### config.mk
export PLATFORM = sky130hd
export DESIGN_NAME = ram4k_loader
export DESIGN_NICKNAME = d
export VERILOG_FILES = /design/src/rtl/ram4k_loader.sv
export SDC_FILE = /design/constraint.sdc
export NUM_CORES = 1
export LEC_CHECK = 0
export CAP_MARGIN = 15
export CORE_UTILIZATION = 49
export CTS_CLUSTER_DIAMETER = 120
export DETAILED_ROUTE_END_ITERATION = 12
export MAX_ROUTING_LAYER = met4
export PLACE_DENSITY_LB_ADDON = 0.3
export SETUP_SLACK_MARGIN = 0.2
export SYNTH_ARGS = -nofsm -noshare
export SYNTH_HDL_FRONTEND = slang
export SYNTH_SLANG_ARGS = --single-unit
export TNS_END_PERCENT = 5
### constraint.sdc
create_clock -name i_clk -period 2.25 [get_ports i_clk]
set_input_delay 0.3375 -clock i_clk [delete_from_list [all_inputs] [get_ports i_clk]]
set_output_delay 0.3375 -clock i_clk [all_outputs]
set_load 0.05 [all_outputs]
### src/rtl/ram4k_loader.sv
// Bulk loader for a 2^ADDR_W x DATA_W RAM: streams words in, then reads the region
// back and compares additive checksums of both passes.
module ram4k_loader #(
    parameter int ADDR_W = 12,
    parameter int DATA_W = 16
) (
    input  logic              i_clk,
    input  logic              i_reset_n,
    input  logic              i_start,
    input  logic [ADDR_W-1:0] i_base_addr,
    input  logic [ADDR_W:0]   i_count,
    input  logic              i_s_valid,
    input  logic [DATA_W-1:0] i_s_data,
    output logic              o_s_ready,
    output logic [DATA_W-1:0] o_ram_in,
    output logic [ADDR_W-1:0] o_ram_addr,
    output logic              o_ram_load,
    input  logic [DATA_W-1:0] i_ram_out,
    output logic              o_busy,
    output logic              o_done,
    output logic              o_error,
    output logic [DATA_W-1:0] o_checksum
);

    localparam logic [1:0] S_IDLE   = 2'd0;
    localparam logic [1:0] S_WRITE  = 2'd1;
    localparam logic [1:0] S_VERIFY = 2'd2;
    localparam logic [1:0] S_DONE   = 2'd3;

    localparam logic [ADDR_W:0] MAX_CNT = {1'b1, {ADDR_W{1'b0}}};

    logic [1:0]        r_state;
    logic [ADDR_W-1:0] r_addr;
    logic [ADDR_W-1:0] r_base;
    logic [ADDR_W:0]   r_remain;
    logic [ADDR_W:0]   r_count;
    logic [DATA_W-1:0] r_wsum;
    logic [DATA_W-1:0] r_rsum;
    logic              r_error;
    logic [DATA_W-1:0] r_checksum;

    logic [ADDR_W:0]   w_count_clamped;
    logic              w_accept;

    assign w_count_clamped = (i_count > MAX_CNT) ? MAX_CNT : i_count;
    assign w_accept        = (r_state == S_WRITE) && i_s_valid;

    assign o_s_ready  = (r_state == S_WRITE);
    assign o_ram_load = w_accept;
    assign o_ram_in   = (r_state == S_WRITE) ? i_s_data : '0;
    assign o_ram_addr = r_addr;
    assign o_busy     = (r_state != S_IDLE);
    assign o_done     = (r_state == S_DONE);
    assign o_error    = r_error;
    assign o_checksum = r_checksum;

    always_ff @(posedge i_clk) begin
        if (!i_reset_n) begin
            r_state    <= S_IDLE;
            r_addr     <= '0;
            r_base     <= '0;
            r_remain   <= '0;
            r_count    <= '0;
            r_wsum     <= '0;
            r_rsum     <= '0;
            r_error    <= 1'b0;
            r_checksum <= '0;
        end else begin
            case (r_state)
                S_IDLE: begin
                    if (i_start) begin
                        r_base   <= i_base_addr;
                        r_addr   <= i_base_addr;
                        r_count  <= w_count_clamped;
                        r_remain <= w_count_clamped;
                        r_wsum   <= '0;
                        r_rsum   <= '0;
                        r_error  <= 1'b0;
                        r_state  <= (w_count_clamped != '0) ? S_WRITE : S_DONE;
                    end
                end
                S_WRITE: begin
                    if (w_accept) begin
                        r_wsum <= r_wsum + i_s_data;
                        // Last word: rewind to the start of the region for readback.
                        if (r_remain == 1) begin
                            r_addr   <= r_base;
                            r_remain <= r_count;
                            r_state  <= S_VERIFY;
                        end else begin
                            r_addr   <= r_addr + 1'b1;
                            r_remain <= r_remain - 1'b1;
                        end
                    end
                end
                S_VERIFY: begin
                    r_rsum   <= r_rsum + i_ram_out;
                    r_addr   <= r_addr + 1'b1;
                    r_remain <= r_remain - 1'b1;
                    if (r_remain == 1) begin
                        r_state <= S_DONE;
                    end
                end
                default: begin
                    r_error    <= (r_wsum != r_rsum);
                    r_checksum <= r_wsum;
                    r_state    <= S_IDLE;
                end
            endcase
        end
    end

endmodule

==> impl_summary.log <==
INFO  metric postSynthNetCount = around 860
INFO  metric worstSetupStartpointType = flop
INFO  metric core = 0.01221 sq mm
INFO  metric die_width = 115.1 um
INFO  metric routed_wl = approximately 19 mm
INFO  metric syn_to_final_growth = 42.58%
INFO  metric synth_top_family_by_area = compound AO/OA/AOI/OAI gates
INFO  metric timing.final.setup_violations = 2
INFO  metric power.leakage = about 3.5 nW
INFO  metric rsz_0062_raised_after_global_routing = yes
INFO  metric powerDensity = between 1000 and 1500 mW/mm^2
INFO  metric worstHoldStart = r_count[3]
INFO  metric post_synthesis_compound_gate_area_fraction = 24.13%
INFO  metric path_class = flop to flop
INFO  metric grt_overflow_total = 0
INFO  metric run_status = complete, but fails checks
INFO  metric post_cts_hold_buffers = 0
INFO  metric drt_first_iter_violations = slightly above 400
INFO  metric dpl.cell_count = around 1100
INFO  metric placement_rows = 40
INFO  metric synth.ff_latch_count = between 100 and 150
INFO  metric grt.total_usage = roughly 30%
INFO  metric wl_per_cell = 16.90 um
INFO  metric cp_max_delay_cell = or3_4
INFO  metric clk_pin_slew = approximately 0.070 ns
INFO  metric grt_pass1_wl = between 30 and 40 mm
INFO  metric hold_violations = 0
INFO  metric syn-cell-area = roughly 0.0063 sq mm
INFO  metric num_antenna_cells = 0
INFO  metric die_h = between 100 and 150 um
INFO  metric yosys_most_used_dff = dfxtp_1
INFO  metric ys_seq_area_share = 32.27%
INFO  metric timing_max_transition_violations_final = 0
INFO  metric worst_r2r_startpoint = r_rsum[0]
INFO  metric path_max_fanout = 3
INFO  metric count_of_flip_flops_with_a_built_in_enable_after_synthesis = 0
INFO  metric antenna_left = 0
INFO  metric initial_standard_cell_utilization_of_the_core = between 50% and 60%
INFO  metric min_period_over_period = 101.9%
INFO  metric hpwl = 13.55 mm
INFO  metric grt_max_degree = 36
INFO  metric port-buffer-count = roughly 110
INFO  metric post_synth_cell_types = 61
INFO  metric critical_path_start = r_rsum[0]
INFO  metric post_layout_util = 73.15%
INFO  metric worst_pin_slew = 0.6411 ns
INFO  metric required = roughly 2.5 ns
INFO  metric preCtsSetupSlack = -0.4978 ns
INFO  metric clk_path_buf_depth = 2
INFO  metric layout-drive-gt1-share = between 20% and 30%
INFO  metric adder_and_majority_gate_portion_of_the_synthesized_area = roughly 8.0%
INFO  metric min-delay-path-class = flop to flop
INFO  metric synthesis.yosys.warnings = 0
INFO  metric cts_root_buf = clkbuf_16
INFO  metric worst_slack = -0.04348 ns
INFO  metric vias = roughly 6500
INFO  metric worstSkewPairLatency = roughly 0.34 ns
INFO  metric multiInputGateArea = about 0.0044 sq mm
INFO  metric die-area = between 0.01 and 0.015 sq mm
INFO  metric finalInstanceArea = between 0.008 and 0.009 sq mm
INFO  metric area_share_of_and_or_nand_nor_cells_after_synthesis = between 20% and 30%
INFO  metric cells_along_the_critical_path = ha_4 > fa_2 > a211oi_2 > o21a_1 > o31ai_2 > or3_4 > a31oi_4 > xor2_1 > o21ai_0
INFO  metric avgViaCountPerCell = 5.775
INFO  metric power.total = a little over 9 mW
INFO  metric post-route-min-period = 2.293 ns
INFO  metric ys_async_sr_fraction = 0%
INFO  metric htreeDepth = 3
INFO  metric tritoncts.num_buffers = 9
INFO  metric gp_congestion = between 0.9 and 1
INFO  metric grt_pass1_vias = about 6600
INFO  metric post_synth_mux_area_share = 2.556%
INFO  metric drt-pass1-iter-count = 5
INFO  metric syn_avg_cell_area = 8.211 sq um
INFO  metric num-nets-final = roughly 1000
INFO  metric detail_route.drc_violations = 0
INFO  metric crit_arrival = 2.51 ns
INFO  metric antenna_found_initial = 0
INFO  metric cp_slowest_stage_delay = 0.36 ns
INFO  metric placedInstanceArea = roughly 0.008 sq mm
INFO  metric timing.clock.skew = around 0.0047 ns
INFO  metric failed_checks = setup timing
INFO  metric slew-limit-headroom = between 50% and 60%
INFO  metric vdd_drop_max = 0.0005714 V
INFO  metric non_filler_cells_in_the_finished_layout = about 1100
INFO  metric clock_tree_from_tritoncts = yes
INFO  metric clock_sinks = just over 100
INFO  metric fillCellCount = 960
INFO  metric worstSetupEndpointType = flop
INFO  metric maxCapViolCount = 0
INFO  metric io_pins = 110
INFO  metric final-seq-area = around 0.002 sq mm
INFO  metric synth_xor_xnor_area_share = under 10%
INFO  metric syn-instance-count = between 700 and 800
INFO  metric max_clock_freq = ~0.44 GHz
-- power by group --
group          total (mW)  internal (mW)  switching (mW)
registers            2.52           2.14           0.385
clock network        1.44          0.771           0.670
logic                5.27           2.20            3.08
-- sequential cells by signal (all words and copies together), names as in the netlist --
signal and count:
r_remain 13, o_ram_addr 12, r_rsum 16, o_error 1, r_base 12, r_state 2, o_checksum 16, r_wsum 16
r_count 13
-- cell usage in the layout (no fill, tap or decap), types with 19 or more instances in the layout --
cell type | synthesis | final
a21boi_0 | 25 | 24
a21oi_1 | 51 | 35
and2_1 | 23 | 22
buf_4 | 1 | 111
clkdlybuf4s50_1 | 0 | 80
dfxtp_1 | 101 | 96
ha_1 | 37 | 26
nand2_1 | 103 | 96
nand3_1 | 20 | 19
nor2_1 | 37 | 32
nor2b_1 | 38 | 38
o21ai_0 | 42 | 31
xnor2_1 | 37 | 37
xor2_1 | 22 | 22
-- Yosys cell counts (6+ instances only) --
master	count	area, sq um
nand2_1	103	386.6
dfxtp_1	101	2022
a21oi_1	51	255.2
o21ai_0	42	210.2
nor2b_1	38	237.7
ha_1	37	462.9
nor2_1	37	138.9
xnor2_1	37	324.1
clkbuf_1	36	135.1
a21boi_0	25	187.7
and2_1	23	143.9
xor2_1	22	192.7
nand3_1	20	100.1
mux2i_1	16	160.2
o211ai_1	16	120.1
a21o_1	14	105.1
a22oi_1	14	105.1
inv_1	12	45.04
nand4_1	10	62.56
a221oi_1	7	61.31
o21bai_1	7	52.55
or3_1	7	43.79
o2111ai_1	6	52.55
o21ai_1	6	30.03
-- layout make-up --
type,count,area share (%)
timing repair buffer,214,21.87
sequential,101,22.71
inverter,12,0.5043
tap,168,2.353
clock buffer,11,2.717
clock inverter,4,0.2802
multi-input combinational,610,49.57
-- final timing paths --
kind                 to  slack (ns)  cells after the start
min          r_count[3]        0.47                      2
max reg2reg  r_rsum[12]       -0.04                      9
min reg2reg  r_count[3]        0.47                      2
max          r_rsum[12]       -0.04                      9
-- logic make-up after synthesis --
kind of cell | Yosys count
flip-flops | 101
multiplexers | 16
adder cells (fa/ha/maj) | 39
buffers and inverters | 52
AO/OA/AOI/OAI | 225
AND/OR/NAND/NOR | 271
XOR/XNOR | 59
-- critical path, delay by kind of cell, from the launching register on --
kind / cells / cell delay (ns)
AO/OA/AOI/OAI: 5 / 0.79
adder cells (fa/ha/maj): 2 / 0.52
AND/OR/NAND/NOR: 1 / 0.36
flip-flops: 1 / 0.34
XOR/XNOR: 1 / 0.16
-- per-layer routing --
layer	part of all wire, %	track usage, %	vias up	routed length [um]
met5	0	-	-	0
met4	2.1	10.82	0	397
met3	5.3	5.113	44	1005
met2	53	56.59	220	10020
met1	40	31.68	3110	7509
li1	-	-	3094	-
-- repair_timing --
item,4_1_cts,5_1_grt
resized for setup,79,24
endpoints found under the hold margin,0,0
endpoints found under the setup margin,45,45
buffers inserted,3,1
pin swaps,94,37
-- through the flow --
step	setup TNS (ns)	hold WS (ns)
5_1_grt	-0.9350	0.5015
3_5_place_dp	-6.484	0.4645
2_1_floorplan	0	0.4412
6_report	-0.06911	0.4713
4_1_cts	-0.09989	0.4745
3_3_place_gp	-4.816	0.4508
No activity file was read; power rests on OpenSTA's default activity.
